**src/rtl/elevator_car_controller.sv**
```systemverilog
// elevator_car_controller
//   Service-side controller for a 4-floor elevator car. It takes the latched
//   indoor request vector and moves the car one floor at a time in SCAN order.
//   The door opens when the car arrives at a requested floor. current_floor and
//   opnd feed back to the request latch so that it can clear served requests.
//
// Parameters
//   FLOOR_TICKS : clock cycles to travel one floor (>= 2)
//   DOOR_TICKS  : clock cycles the door stays open (>= 1)
//
// Ports
//   clk           in   system clock, rising edge
//   rst           in   asynchronous reset, active low
//   request_seq   in   [3:0] pending requests, bit i = floor i (level)
//   current_floor out  [1:0] car position 0..3
//   opnd          out  door open, high for the whole door-open period
//   moving        out  high while travelling up or down
//   dir_up        out  current or last travel direction, 1 = up
//   arrive        out  one-cycle pulse on each floor change
module elevator_car_controller #(
  parameter int FLOOR_TICKS = 8,
  parameter int DOOR_TICKS  = 6
) (
  input  logic       clk,
  input  logic       rst,
  input  logic [3:0] request_seq,
  output logic [1:0] current_floor,
  output logic       opnd,
  output logic       moving,
  output logic       dir_up,
  output logic       arrive
);

  localparam int FW = (FLOOR_TICKS > 1) ? $clog2(FLOOR_TICKS) : 1;
  localparam int DW = (DOOR_TICKS > 1) ? $clog2(DOOR_TICKS) : 1;
  localparam logic [FW-1:0] FLOOR_LAST = FW'(FLOOR_TICKS - 1);
  localparam logic [DW-1:0] DOOR_LAST  = DW'(DOOR_TICKS - 1);

  typedef enum logic [1:0] {
    IDLE      = 2'd0,
    MOVE_UP   = 2'd1,
    MOVE_DOWN = 2'd2,
    DOOR_OPEN = 2'd3
  } state_t;

  state_t          state_reg, state_next;
  logic [1:0]      floor_reg, floor_next;
  logic            opnd_reg, opnd_next;
  logic            moving_reg, moving_next;
  logic            dir_reg, dir_next;
  logic            arrive_reg, arrive_next;
  logic [FW-1:0]   tick_reg, tick_next;
  logic [DW-1:0]   door_reg, door_next;

  // Floor the car reaches at the end of the current segment. Only meaningful
  // in the move states, where the bounds guarantee no wrap.
  logic [1:0]      arrive_floor;
  assign arrive_floor = (state_reg == MOVE_DOWN) ? (floor_reg - 2'd1) : (floor_reg + 2'd1);

  // Request masks relative to the present floor (IDLE decisions) and to the
  // floor about to be reached (arrival decisions).
  logic [3:0] above_cur, below_cur, above_new, below_new;

  genvar gi;
  generate
    for (gi = 0; gi < 4; gi++) begin : g_masks
      assign above_cur[gi] = request_seq[gi] & (2'(gi) > floor_reg);
      assign below_cur[gi] = request_seq[gi] & (2'(gi) < floor_reg);
      assign above_new[gi] = request_seq[gi] & (2'(gi) > arrive_floor);
      assign below_new[gi] = request_seq[gi] & (2'(gi) < arrive_floor);
    end
  endgenerate

  logic here_cur, here_new;
  assign here_cur = request_seq[floor_reg];
  assign here_new = request_seq[arrive_floor];

  always_ff @(posedge clk or negedge rst) begin
    if (!rst) begin
      state_reg  <= IDLE;
      floor_reg  <= 2'd0;
      opnd_reg   <= 1'b0;
      moving_reg <= 1'b0;
      dir_reg    <= 1'b1;
      arrive_reg <= 1'b0;
      tick_reg   <= '0;
      door_reg   <= '0;
    end else begin
      state_reg  <= state_next;
      floor_reg  <= floor_next;
      opnd_reg   <= opnd_next;
      moving_reg <= moving_next;
      dir_reg    <= dir_next;
      arrive_reg <= arrive_next;
      tick_reg   <= tick_next;
      door_reg   <= door_next;
    end
  end

  always_comb begin
    state_next  = state_reg;
    floor_next  = floor_reg;
    opnd_next   = opnd_reg;
    moving_next = moving_reg;
    dir_next    = dir_reg;
    arrive_next = 1'b0;
    tick_next   = tick_reg;
    door_next   = door_reg;

    case (state_reg)
      IDLE: begin
        tick_next = '0;
        door_next = '0;
        if (here_cur) begin
          state_next = DOOR_OPEN;
          opnd_next  = 1'b1;
        end else if ((|above_cur) && (|below_cur)) begin
          // Work on both sides: keep sweeping the way we were going.
          state_next  = dir_reg ? MOVE_UP : MOVE_DOWN;
          moving_next = 1'b1;
        end else if (|above_cur) begin
          state_next  = MOVE_UP;
          moving_next = 1'b1;
          dir_next    = 1'b1;
        end else if (|below_cur) begin
          state_next  = MOVE_DOWN;
          moving_next = 1'b1;
          dir_next    = 1'b0;
        end
      end

      MOVE_UP, MOVE_DOWN: begin
        if (tick_reg == FLOOR_LAST) begin
          tick_next   = '0;
          floor_next  = arrive_floor;
          arrive_next = 1'b1;
          if (here_new) begin
            state_next  = DOOR_OPEN;
            opnd_next   = 1'b1;
            moving_next = 1'b0;
          end else if ((state_reg == MOVE_UP) ? (|above_new) : (|below_new)) begin
            state_next = state_reg;
          end else begin
            // Nothing further this way; a reversal goes through IDLE.
            state_next  = IDLE;
            moving_next = 1'b0;
          end
        end else begin
          tick_next = tick_reg + 1'b1;
        end
      end

      DOOR_OPEN: begin
        if (door_reg == DOOR_LAST) begin
          door_next  = '0;
          state_next = IDLE;
          opnd_next  = 1'b0;
        end else begin
          door_next = door_reg + 1'b1;
        end
      end

      default: begin
        state_next = IDLE;
      end
    endcase
  end

  assign current_floor = floor_reg;
  assign opnd          = opnd_reg;
  assign moving        = moving_reg;
  assign dir_up        = dir_reg;
  assign arrive        = arrive_reg;

endmodule

```
**config.mk**
```make
export PLATFORM = sky130hd
export DESIGN_NAME = elevator_car_controller
export DESIGN_NICKNAME = d
export VERILOG_FILES = /design/src/rtl/elevator_car_controller.sv
export SDC_FILE = /design/constraint.sdc
export NUM_CORES = 1
export LEC_CHECK = 0
export ABC_AREA = 1
export CAP_MARGIN = 20
export CORE_ASPECT_RATIO = 0.7
export CORE_UTILIZATION = 45
export CTS_BUF_LIST = sky130_fd_sc_hd__clkbuf_8
export DETAILED_ROUTE_END_ITERATION = 10
export GPL_TIMING_DRIVEN = 0
export HOLD_SLACK_MARGIN = 0.02
export PLACE_DENSITY_LB_ADDON = 0.1
export SETUP_SLACK_MARGIN = 0.4
export SYNTH_ARGS = -nofsm -noshare
export SYNTH_HDL_FRONTEND = slang
export SYNTH_SLANG_ARGS = --single-unit
```
**constraint.sdc**
```tcl
create_clock -name clk -period 2.4 [get_ports clk]
set_clock_uncertainty 0.05 [all_clocks]
set_input_delay 0.48 -clock clk [delete_from_list [all_inputs] [get_ports clk]]
set_output_delay 0.48 -clock clk [all_outputs]
set_load 0.03 [all_outputs]
```
After elaboration in Yosys (flattened, before gate mapping)
Cells that the tools add are included.
{"block": "totals", "output_inout_bits": 6, "mem_count": 0, "ram_bits": 0, "wordCells": 113, "inputBits": 6, "romBits": 0, "register_bits": 14, "latch_bits": 0}
{"block": "classes", "reduce_logical": 15, "mux": 37, "shift": 0, "n_addsub": 4, "div_mod_pow": 0, "multipliers": 0, "eq_ne": 13, "magnitude_cmp": 18, "bitwise_logic": 18}
{"operator": "$mux W2", "count": 10}
{"operator": "$mux W1", "count": 18}
{"operator": "$and A1 B1 Y1", "count": 16}
{"operator": "$reduce_or A4 Y1", "count": 4}
{"operator": "$pmux W3 S2", "count": 2}
{"operator": "$reduce_and A4 Y1", "count": 3}
{"operator": "$ne A2 B2 Y1 const B", "count": 5}
{"operator": "$gt A1 B2 Y1 const A", "count": 4}
{"operator": "$gt A2 B2 Y1 const A", "count": 4}
{"operator": "$lt A1 B2 Y1 const A", "count": 4}
{"operator": "$lt A2 B2 Y1 const A", "count": 4}
{"operator": "$add A3 B1 Y3 const B", "count": 2}
{"operator": "$eq A3 B3 Y1 const B", "count": 2}
{"operator": "$lt A2 B3 Y1 const B", "count": 2}
{"operator": "$mux W3", "count": 2}
{"operator": "$pmux W2 S3", "count": 1}
{"operator": "$reduce_bool A2 Y1", "count": 3}
{"operator": "$ne A5 B5 Y1 const B", "count": 1}
{"operator": "$reduce_and A5 Y1", "count": 1}
{"operator": "$bmux W1 S2", "count": 2}
{"operator": "$eq A2 B2 Y1 const B", "count": 2}
{"operator": "$ne A4 B4 Y1 const B", "count": 1}
{"operator": "$ne A3 B3 Y1 const B", "count": 1}
{"operator": "$pmux W1 S3", "count": 1}
{"operator": "9 further kinds", "count": 10}

Depth between registers and ports, before layout
Gate-level depths: netlist of run 1.
{"block": "logic_depth", "word_depth": 10, "mapped_depth": 12, "mapped_depth_nobuf": 12}

Worst setup path before layout of run 1
Ideal clock, no wire load.
{"block": "synth_timing", "kind": "register to register", "start": "register floor_reg[0] (netlist: current_floor[0])", "end": "register state_reg[0]", "setup_time_ns": 0.118, "path_buffers": 0, "required_time_ns": 2.232, "setup_slack_ns": 0.513, "path_stages_with_launch": 11, "synth_period_minus_slack_ns": 1.887, "arrival_time_ns": 1.719, "cell_sequence": "dfrtp_1 inv_2 ha_1 inv_1 nand2_1 nand2_1 nand2_1 nand2_1 nand3_1 nand3_1 nand2_1"}
{"block": "synth_between", "elab_chain_cells": 8, "elab_cells_between_ends": 54, "cone_classes": "add/sub (2); order compare (16); eq/ne (2); mux (12); bitwise (16); reduce/logical (6)"}
{"element": "start, declared", "line_no": "47", "source": "logic [1:0] floor_reg, floor_next;"}
{"element": "start signal, assigned", "line_no": "90", "source": "floor_reg <= floor_next;"}
{"element": "$add A2 B1 Y2 / $sub A2 B1 Y2 (equally long branches)", "line_no": "58", "source": "assign arrive_floor = (state_reg == MOVE_DOWN) ? (floor_reg - 2'd1) : (floor_reg + 2'd1);"}
{"element": "$mux W2", "line_no": "58"}
{"element": "$lt A1 B2 Y1 (tied with other cells)", "line_no": "70", "source": "assign below_new[gi] = request_seq[gi] & (2'(gi) < arrive_floor);"}
{"element": "$and A1 B1 Y1, on equally long branches", "line_no": "70, 69"}
{"element": "$reduce_or A4 Y1", "line_no": "141", "source": "end else if ((state_reg == MOVE_UP) ? (|above_new) : (|below_new)) begin"}
{"element": "$mux W1", "line_no": "141"}
{"element": "$ne A3 B3 Y1 (no line)"}
{"element": "$reduce_and A4 Y1 (no line)"}
{"element": "end signal, assigned", "line_no": "89", "source": "state_reg <= state_next;"}
{"element": "end, declared", "line_no": "46", "source": "state_t state_reg, state_next;"}
Parallel ways exist; a longest one is shown, timed or not. The select of a mux whose other input is x is not followed.
A chain may end at the register's enable or synchronous reset.

Worst setup path in the final report of run 1
Ends and elaborated chain as after synthesis.

==> results of run 1 <==
==> repair_timing <==
item,in CTS,in global routing
endpoints found under the setup margin,4,5
gates resized for setup,3,3
buffers inserted,0,4
==> worst reg2reg max path, cell delays in order, from the launching register on <==
cell,delay [ns]
sky130_fd_sc_hd__dfrtp_2,0.43
sky130_fd_sc_hd__inv_4,0.08
sky130_fd_sc_hd__ha_1,0.33
sky130_fd_sc_hd__inv_1,0.08
sky130_fd_sc_hd__nand2_1,0.05
sky130_fd_sc_hd__nand2_1,0.11
sky130_fd_sc_hd__nand2_1,0.10
sky130_fd_sc_hd__nand2_1,0.11
sky130_fd_sc_hd__nand3_1,0.16
sky130_fd_sc_hd__nand3_1,0.14
sky130_fd_sc_hd__nand2_1,0.06
==> layout make-up <==
type	count	area [um^2]	share of cell area, %
flip-flops and latches	14	354	26.6
clock buffers	4	55.1	4.14
multi-input cells	121	637	47.9
well taps	32	40.0	3.01
plain buffers	1	7.51	0.564
inverters	25	96.3	7.24
repair buffers	15	140	10.5
==> per-layer routing <==
metal | vias up | global-route usage [%] | part of all wire (%)
met1 | 466 | 33.1 | 55
met5 | - | 0 | 0
met2 | 17 | 29.7 | 40
li1 | 536 | - | -
met4 | 0 | 5.45 | 0.87
met3 | 2 | 7.32 | 3.8
==> power breakdown <==
group | leakage [nW] | switching, mW | internal, mW
Combinational | 0.561 | 0.776 | 0.448
Clock | 0.0288 | 0.0810 | 0.145
Sequential | 0.174 | 0.0782 | 0.341
==> cells by family (layout without fill, tap and decap cells) <==
logic type / Yosys count / count (layout) / share of synthesized area [%]
AOI/OAI and AO/OA: 13 / 13 / 6.20
xor gates and xnor gates: 1 / 1 / 0.804
adders and majority gates: 12 / 12 / 13.8
buffers and inverters: 26 / 45 / 9.30
DFF: 14 / 14 / 32.3
and+or+nand+nor: 95 / 95 / 37.7
==> cells in the mapped netlist <==
| master | number |
|---|---|
| sky130_fd_sc_hd__ha_1 | 12 |
| sky130_fd_sc_hd__buf_4 | 1 |
| sky130_fd_sc_hd__inv_1 | 23 |
| sky130_fd_sc_hd__nand3_2 | 2 |
| sky130_fd_sc_hd__dfstp_2 | 1 |
| sky130_fd_sc_hd__xor2_1 | 1 |
| sky130_fd_sc_hd__dfrtp_1 | 13 |
| sky130_fd_sc_hd__o21ai_0 | 6 |
| sky130_fd_sc_hd__nor2_1 | 10 |
| sky130_fd_sc_hd__a21oi_1 | 4 |
| sky130_fd_sc_hd__nand2_4 | 1 |
| sky130_fd_sc_hd__inv_2 | 2 |
| sky130_fd_sc_hd__nor2_2 | 3 |
| sky130_fd_sc_hd__nand2_2 | 2 |
| sky130_fd_sc_hd__nand2_1 | 61 |
| sky130_fd_sc_hd__nand4_1 | 1 |
| sky130_fd_sc_hd__o22ai_1 | 2 |
| sky130_fd_sc_hd__nand3_1 | 14 |
| sky130_fd_sc_hd__o21ai_1 | 1 |
| sky130_fd_sc_hd__nor3_1 | 1 |
==> per-stage QoR <==
| stage | hold slack (ns) | cells | cell area, um^2 | setup WS, ns | total power [mW] |
|---|---|---|---|---|---|
| after floorplan | 0.134 | 161 | 1090 | 0.513 | 1.30 |
| after global placement | 0.413 | 204 | 1240 | 0.412 | 1.57 |
| after detailed placement | 0.412 | 204 | 1240 | 0.392 | 1.60 |
| after CTS | 0.429 | 208 | 1290 | 0.422 | 1.82 |
| after global routing | 0.465 | 212 | 1330 | 0.424 | 2.09 |
| final | 0.424 | 212 | 1330 | 0.597 | 1.87 |
==> path summary, 6_finish.rpt <==
check	end	cells after the start	startpoint	slack (ns)
max	state_reg[0]	10	current_floor[0]	0.60
min	moving	2	moving	0.42
max reg2reg	state_reg[0]	10	current_floor[0]	0.60
min reg2reg	moving	2	moving	0.42
max in group asynchronous	current_floor[1]	1	rst	1.31
min in group asynchronous	moving	1	rst	0.57
==> results.sh, run 1 <==
export IMPL_min_path_type="flop to flop"
export IMPL_final_nets=199
export IMPL_status="finished clean"
export IMPL_max_cap_violations=0
export IMPL_synthesis_instances=161
export IMPL_clock_fmax_mhz=555
export IMPL_global_route_overflow_total=0
export IMPL_commonest_cells_after_routing_fill_and_taps_aside="sky130_fd_sc_hd__nand2_1 (61), sky130_fd_sc_hd__inv_1 (23), sky130_fd_sc_hd__nand3_1 (14)"
export IMPL_synth_distinct_cells=20
export IMPL_cts_hold_repair_buffers=0
export IMPL_drt_vias_per_instance=4.82
export IMPL_die_w_um=60.8
export IMPL_static_power_due_to_leakage_nw=0.763
export IMPL_synth_area_per_cell_um2=6.77
export IMPL_cp_cell_sequence="inv_4 > ha_1 > inv_1 > nand2_1 > nand2_1 > nand2_1 > nand2_1 > nand3_1 > nand3_1 > nand2_1"
export IMPL_antenna_diode_count=0
export IMPL_period_minus_slack_ns=1.80
export IMPL_port_buffers=11
export IMPL_final_common_cell="sky130_fd_sc_hd__nand2_1"
export IMPL_global_route_wire_length_before_repair_um=4080
export IMPL_power_density_nw_per_um2=1410
export IMPL_numCtsBuffers=3
export IMPL_hold_violations=0
export IMPL_synth_nets=179
export IMPL_grt_setup_unrepaired="no"
export IMPL_dr_pass1_iters=6
export IMPL_dpl_hpwl_um=1800
export IMPL_cts_root_buffer_cell="sky130_fd_sc_hd__clkbuf_8"
export IMPL_critPathKind="flop to flop"
export IMPL_dieArea_um2=2630
export IMPL_postLayoutCoreUtil_pct=59.8
export IMPL_die_height_um=43.2
export IMPL_setup_crit_end_kind="flop"
export IMPL_cts_max_level=1
export IMPL_timing_critical_path_required_ns=2.48
export IMPL_setup_viol_count_final=0
export IMPL_relSlewSlack_pct=59.9
export IMPL_path_common_cell="sky130_fd_sc_hd__nand2_1"
export IMPL_detail_route_iter0_violations=49
export IMPL_nFillCells=225
export IMPL_coreArea_um2=2220
export IMPL_synth_top_cells_by_area="sky130_fd_sc_hd__dfrtp_1 (30%), sky130_fd_sc_hd__nand2_1 (21%), sky130_fd_sc_hd__ha_1 (14%), sky130_fd_sc_hd__inv_1 (7.9%), sky130_fd_sc_hd__nand3_1 (6.4%)"
export IMPL_worstMarginPinSlew_ns=0.599
export IMPL_synth_yosys_seq_area_share_pct=32.3
export IMPL_post_synth_top_area_cell="sky130_fd_sc_hd__dfrtp_1"
export IMPL_grt_max_degree=15
export IMPL_worst_ep_arrival_time_ns=1.89
export IMPL_synth_top_cell_area_share_pct=29.9
export IMPL_via_count=1021
export IMPL_wirelength_um=2300
export IMPL_critPathLaunchType="flop"
export IMPL_route_detailed_drc=0
export IMPL_fp_row_count=14
export IMPL_cts_max_path_buffers=2
export IMPL_initial_utilization_pct=49.0
export IMPL_crit_family="simple AND/OR/NAND/NOR gates"
export IMPL_timing_max_transition_violations_final=0
export IMPL_design_portCount=12
export IMPL_critical_path_fanout_max=8
export IMPL_layout_area_overhead_vs_synth_pct=22.0
export IMPL_timing_critical_path_slowest_cell_delay_ns=0.43
export IMPL_netlist_area_um2=1090
export IMPL_gr_usage_all_layers_pct=22.0
export IMPL_min_period_over_period_pct=75.1
export IMPL_routed_wire_length_per_instance_um=10.8
export IMPL_gp_routability_congestion=0.806
export IMPL_clk_pin_slew_worst_paths_ns=0.06
export IMPL_ant_nets=0
export IMPL_critical_path_n_buffers_inverters=2
export IMPL_first_global_vias=885
export IMPL_cts_sink_count=14
export IMPL_yosysWarningCount=0
export IMPL_postSynthRegisterBits=14
export IMPL_fin_setup_tns_ns=0
export IMPL_clk_latency_ns=0.24
export IMPL_timing_critical_path_slowest_stage_cell="sky130_fd_sc_hd__dfrtp_2"
export IMPL_grt_antenna_before_repair=0
export IMPL_vdd_ir_drop_max_mv=0.741
export IMPL_layout_drive_gt1_share_pct=12.2
export IMPL_cts_tree="done"
Power figures use the tool's default switching activity.
==> run 2: changes to the inputs <==
Clock period 2.4 ns to 1.65 ns, I/O delays scaled along.
==> run 2 against run 1 <==
Effect of this change: the run now ends with negative setup slack left; flip-flop and latch count unchanged; non-clock buffer count up 19; utilization up 27 points; register-to-register slack worse by 0.64 ns; setup slack worse by 0.64 ns; clock-buffer cell count unchanged; via count up 32%; largest cell class unchanged; highest routed layer unchanged.
==> results.sh, run 2 (synthesis results as in run 1) <==
export IMPL_relSlewSlack_pct=57.5
export IMPL_grt_max_degree=15
export IMPL_cts_hold_repair_buffers=0
export IMPL_layout_drive_gt1_share_pct=59.8
export IMPL_final_hold_worst_slack_ns=0.422
export IMPL_path_common_cell="sky130_fd_sc_hd__nand2_1"
export IMPL_final_common_cell="sky130_fd_sc_hd__nand2_1"
export IMPL_final_setup_worst_slack_ns=-0.0473
export IMPL_status="finished, violations left"
export IMPL_die_w_um=60.8
export IMPL_global_route_wire_length_before_repair_um=4840
export IMPL_final_nets=218
export IMPL_clock_fmax_mhz=589
export IMPL_antenna_diode_count=0
export IMPL_dr_pass1_iters=4
export IMPL_wirelength_um=4270
export IMPL_critPathKind="flop to flop"
export IMPL_timing_critical_path_depth=12
export IMPL_min_path_type="primary input to async pin"
export IMPL_fp_row_count=14
export IMPL_clk_pin_slew_worst_paths_ns=0.06
export IMPL_max_cap_violations=0
export IMPL_cts_max_level=1
export IMPL_worstMarginPinSlew_ns=0.636
export IMPL_timing_max_transition_violations_final=0
export IMPL_layout_area_overhead_vs_synth_pct=76.6
export IMPL_die_height_um=43.2
export IMPL_initial_utilization_pct=49.0
export IMPL_violations_in_the_final_reports="negative setup slack"
export IMPL_cts_max_path_buffers=2
export IMPL_dieArea_um2=2630
export IMPL_cts_sink_count=14
export IMPL_critical_path_fanout_max=5
export IMPL_port_buffers=11
export IMPL_routed_wire_length_per_instance_um=18.5
export IMPL_clk_latency_ns=0.25
export IMPL_design_portCount=12
export IMPL_gp_routability_congestion=0.811
export IMPL_finalNonFillerCells=231
export IMPL_min_period_over_period_pct=103
export IMPL_timing_critical_path_slowest_stage_cell="sky130_fd_sc_hd__dfrtp_2"
export IMPL_setup_crit_end_kind="flop"
export IMPL_grt_setup_unrepaired="yes"
export IMPL_dpl_hpwl_um=1760
export IMPL_ant_nets=0
export IMPL_reg2reg_depth=12
export IMPL_crit_family="simple AND/OR/NAND/NOR gates"
export IMPL_cp_cell_sequence="inv_4 > buf_6 > nand2_1 > nand3_2 > nand2_2 > nand2_4 > inv_1 > nand2_1 > nand2_1 > inv_1 > nand3_2 > nand2_1"
export IMPL_final_cell_area_um2=1920
export IMPL_dpl_cell_count=204
export IMPL_route_detailed_drc=0
export IMPL_cts_root_buffer_cell="sky130_fd_sc_hd__clkbuf_8"
export IMPL_worst_ep_arrival_time_ns=1.84
export IMPL_cts_tree="done"
export IMPL_period_minus_slack_ns=1.70
export IMPL_preCtsSetupSlack_ns=-0.200
export IMPL_drt_vias_per_instance=5.83
export IMPL_first_global_vias=1056
export IMPL_timing_critical_path_required_ns=1.79
export IMPL_critPathLaunchType="flop"
export IMPL_critical_path_n_buffers_inverters=4
export IMPL_global_route_overflow_total=0
export IMPL_coreArea_um2=2220
export IMPL_r2r_slack_ns=-0.05
export IMPL_grt_antenna_before_repair=0
export IMPL_timing_critical_path_slowest_cell_delay_ns=0.44
export IMPL_placement_cell_area_um2=1280
export IMPL_setup_viol_count_final=4
export IMPL_via_count=1347
export IMPL_hold_violations=0
export IMPL_detail_route_iter0_violations=118
export IMPL_commonest_cells_after_routing_fill_and_taps_aside="sky130_fd_sc_hd__nand2_1 (33), sky130_fd_sc_hd__nand2_2 (21), sky130_fd_sc_hd__buf_6 (13), sky130_fd_sc_hd__inv_1 (13), sky130_fd_sc_hd__nand3_2 (12)"
export IMPL_gr_usage_all_layers_pct=26.0
export IMPL_numCtsBuffers=3
[run 2: repair_timing]
action                     4_1_cts  5_1_grt
cloned                           0        1
setup buffers                   15        7
pin swaps                       25       32
setup endpoints to repair       19       17
resized for setup               77       70
[run 2: per-stage QoR]
| step | util (%) | setup TNS (ns) |
|---|---|---|
| finish | 86.5 | -0.101 |
| floorplan | - | -0.00486 |
| detailed placement | 57.6 | -0.644 |
| CTS | 71.8 | 0 |
| global placement | 57.6 | -0.593 |
| global route | 86.5 | -0.395 |
[run 2: final cells by class]
cell class	count	area, um^2
Multi-Input combinational cell	121	1010
Fill cell	95	300
Clock buffer	4	55.1
Tap cell	32	40.0
Buffer	1	11.3
Sequential cell	14	354
Timing Repair Buffer	34	354
Inverter	25	104
[run 2: final timing paths]
check                            startpoint                to
setup / recovery           current_floor[0]      state_reg[0]
hold / removal                          rst              opnd
setup reg to reg           current_floor[0]      state_reg[0]
hold reg to reg                 tick_reg[1]       tick_reg[1]
max in group asynchronous               rst  current_floor[0]
min in group clk                tick_reg[1]       tick_reg[1]
[run 2: layer usage]
metal  global-route usage, %  vias up  routed length [um]
met5                       0        -                   0
met1                    35.8      616                1590
li1                        -      574                   -
met2                    40.9      120                1990
met3                    7.62       37                 445
met4                    4.09        0                 243
[run 2: worst reg2reg max path, stage by stage, from the launching register on]
cell and delay (ns):
sky130_fd_sc_hd__dfrtp_2 0.44, sky130_fd_sc_hd__inv_4 0.11, sky130_fd_sc_hd__buf_6 0.14, sky130_fd_sc_hd__nand2_1 0.11
sky130_fd_sc_hd__nand3_2 0.09, sky130_fd_sc_hd__nand2_2 0.09, sky130_fd_sc_hd__nand2_4 0.12, sky130_fd_sc_hd__inv_1 0.06
sky130_fd_sc_hd__nand2_1 0.10, sky130_fd_sc_hd__nand2_1 0.06, sky130_fd_sc_hd__inv_1 0.10, sky130_fd_sc_hd__nand3_2 0.07
sky130_fd_sc_hd__nand2_1 0.08
Power of run 2 is not shown: default switching activity piles up to over one toggle a cycle in this logic, so the estimate is an artifact.
==> run 3: changes to the inputs <==
Settings changed: MAX_ROUTING_LAYER set to met4.
==> run 3 against run 2 <==
Effect of this change: the run still ends with negative setup slack left; sequential share of layout area stayed put; highest routed layer unchanged; first-iteration DRC count is 14% higher; global-route usage grew 0.71 points; critical path depth stayed put; utilization unchanged.
==> results.sh, run 3 (synthesis results as in run 1) <==
export IMPL_final_setup_worst_slack_ns=-0.0471
export IMPL_status="finished, violations left"
export IMPL_critPathLaunchType="flop"
export IMPL_final_cell_area_um2=1920
export IMPL_numCtsBuffers=3
export IMPL_critical_path_fanout_max=5
export IMPL_setup_viol_count_final=4
export IMPL_route_detailed_drc=0
export IMPL_cts_root_buffer_cell="sky130_fd_sc_hd__clkbuf_8"
export IMPL_gp_routability_congestion=0.823
export IMPL_clk_pin_slew_worst_paths_ns=0.06
export IMPL_cts_max_path_buffers=2
export IMPL_wirelength_um=4270
export IMPL_timing_critical_path_required_ns=1.79
export IMPL_dr_pass1_iters=5
export IMPL_antenna_diode_count=0
export IMPL_hold_violations=0
export IMPL_final_common_cell="sky130_fd_sc_hd__nand2_1"
export IMPL_max_cap_violations=0
export IMPL_final_nets=218
export IMPL_routed_wire_length_per_instance_um=18.5
export IMPL_grt_antenna_before_repair=0
export IMPL_timing_max_transition_violations_final=0
export IMPL_layout_area_overhead_vs_synth_pct=76.6
export IMPL_grt_setup_unrepaired="yes"
export IMPL_layout_drive_gt1_share_pct=59.8
export IMPL_critPathKind="flop to flop"
export IMPL_r2r_end="state_reg[0]"
export IMPL_global_route_overflow_total=0
export IMPL_cts_max_level=1
export IMPL_worst_ep_arrival_time_ns=1.84
export IMPL_placement_cell_area_um2=1280
export IMPL_r2r_start="current_floor[0]"
export IMPL_clock_fmax_mhz=589
export IMPL_ant_nets=0
export IMPL_commonest_cells_after_routing_fill_and_taps_aside="sky130_fd_sc_hd__nand2_1 (33), sky130_fd_sc_hd__nand2_2 (21), sky130_fd_sc_hd__buf_6 (13), sky130_fd_sc_hd__inv_1 (13), sky130_fd_sc_hd__nand3_2 (12)"
export IMPL_fp_row_count=14
export IMPL_setup_crit_end_kind="flop"
export IMPL_design_portCount=12
export IMPL_first_global_vias=1057
export IMPL_violations_in_the_final_reports="negative setup slack"
export IMPL_min_period_over_period_pct=103
export IMPL_dieArea_um2=2630
export IMPL_cts_tree="done"
export IMPL_die_height_um=43.2
export IMPL_initial_utilization_pct=49.0
export IMPL_port_buffers=11
export IMPL_worstMarginPinSlew_ns=0.637
export IMPL_drt_vias_per_instance=5.80
export IMPL_relSlewSlack_pct=57.4
export IMPL_detail_route_iter0_violations=134
export IMPL_global_route_wire_length_before_repair_um=4840
export IMPL_period_minus_slack_ns=1.70
export IMPL_gr_usage_all_layers_pct=26.7
export IMPL_min_path_type="primary input to async pin"
export IMPL_dpl_hpwl_um=1760
export IMPL_reg2reg_depth=12
export IMPL_cts_sink_count=14
export IMPL_via_count=1340
export IMPL_clk_latency_ns=0.25
export IMPL_die_w_um=60.8
export IMPL_coreArea_um2=2220
export IMPL_grt_max_degree=15
export IMPL_r2r_slack_ns=-0.05
run 3: cell counts in the layout (fill, tap and decap cells not counted):
Identical to the previous run, type by type.
run 3: cell type report:
type	instances	area, um^2
Fill cell	95	300
Timing Repair Buffer	34	354
Clock buffer	4	55.1
Inverter	25	104
Buffer	1	11.3
Tap cell	32	40.0
Sequential cell	14	354
Multi-Input combinational cell	121	1010
run 3: worst max-delay path by stage:
stage / start / endpoint / cells past startpoint
detailed placement: request_seq[1] / state_reg[1] / 10
floorplan: current_floor[1] / opnd / 11
global placement: request_seq[1] / state_reg[0] / 10
CTS: current_floor[0] / state_reg[0] / 12
finish: current_floor[0] / state_reg[0] / 12
global route: current_floor[0] / state_reg[0] / 11
run 3: worst max-delay path, cell delays in order (launching register included):
cell	delay, ns
sky130_fd_sc_hd__dfrtp_2	0.44
sky130_fd_sc_hd__inv_4	0.11
sky130_fd_sc_hd__buf_6	0.14
sky130_fd_sc_hd__nand2_1	0.10
sky130_fd_sc_hd__nand3_2	0.09
sky130_fd_sc_hd__nand2_2	0.10
sky130_fd_sc_hd__nand2_4	0.13
sky130_fd_sc_hd__inv_1	0.06
sky130_fd_sc_hd__nand2_1	0.10
sky130_fd_sc_hd__nand2_1	0.06
sky130_fd_sc_hd__inv_1	0.10
sky130_fd_sc_hd__nand3_2	0.07
sky130_fd_sc_hd__nand2_1	0.08
run 3: what timing repair did:
item | in CTS | in global routing
buffers inserted | 15 | 7
setup endpoints to repair | 19 | 17
endpoints found under the hold margin | 0 | 0
hold buffers | 0 | 0
pin swaps | 25 | 32
cloned | 0 | 1
gates resized for setup | 77 | 70
run 3: metrics by stage:
step	hold slack, ns	utilization [%]	instances	TNS (ns)	setup slack, ns
4_1_cts	0.423	71.8	223	0	0.107
3_5_place_dp	0.415	57.6	204	-0.644	-0.200
5_1_grt	0.453	86.5	231	-0.413	-0.117
6_report	0.422	86.5	231	-0.0827	-0.0471
2_1_floorplan	-0.0156	-	161	-0.00486	-0.00486
3_3_place_gp	0.412	57.6	204	-0.593	-0.186
run 3: per-layer routing:
layer  share of wire (%)  wire, um  vias to the layer above  track usage, %
li1                    -         -                      578               -
met1                  37      1560                      623            35.8
met2                  48      2030                      108            40.9
met3                  11       448                       31            7.62
met4                 5.3       225                        0            4.09
met5                   0         0                        -               -
Power of run 3 is left out for the same reason.
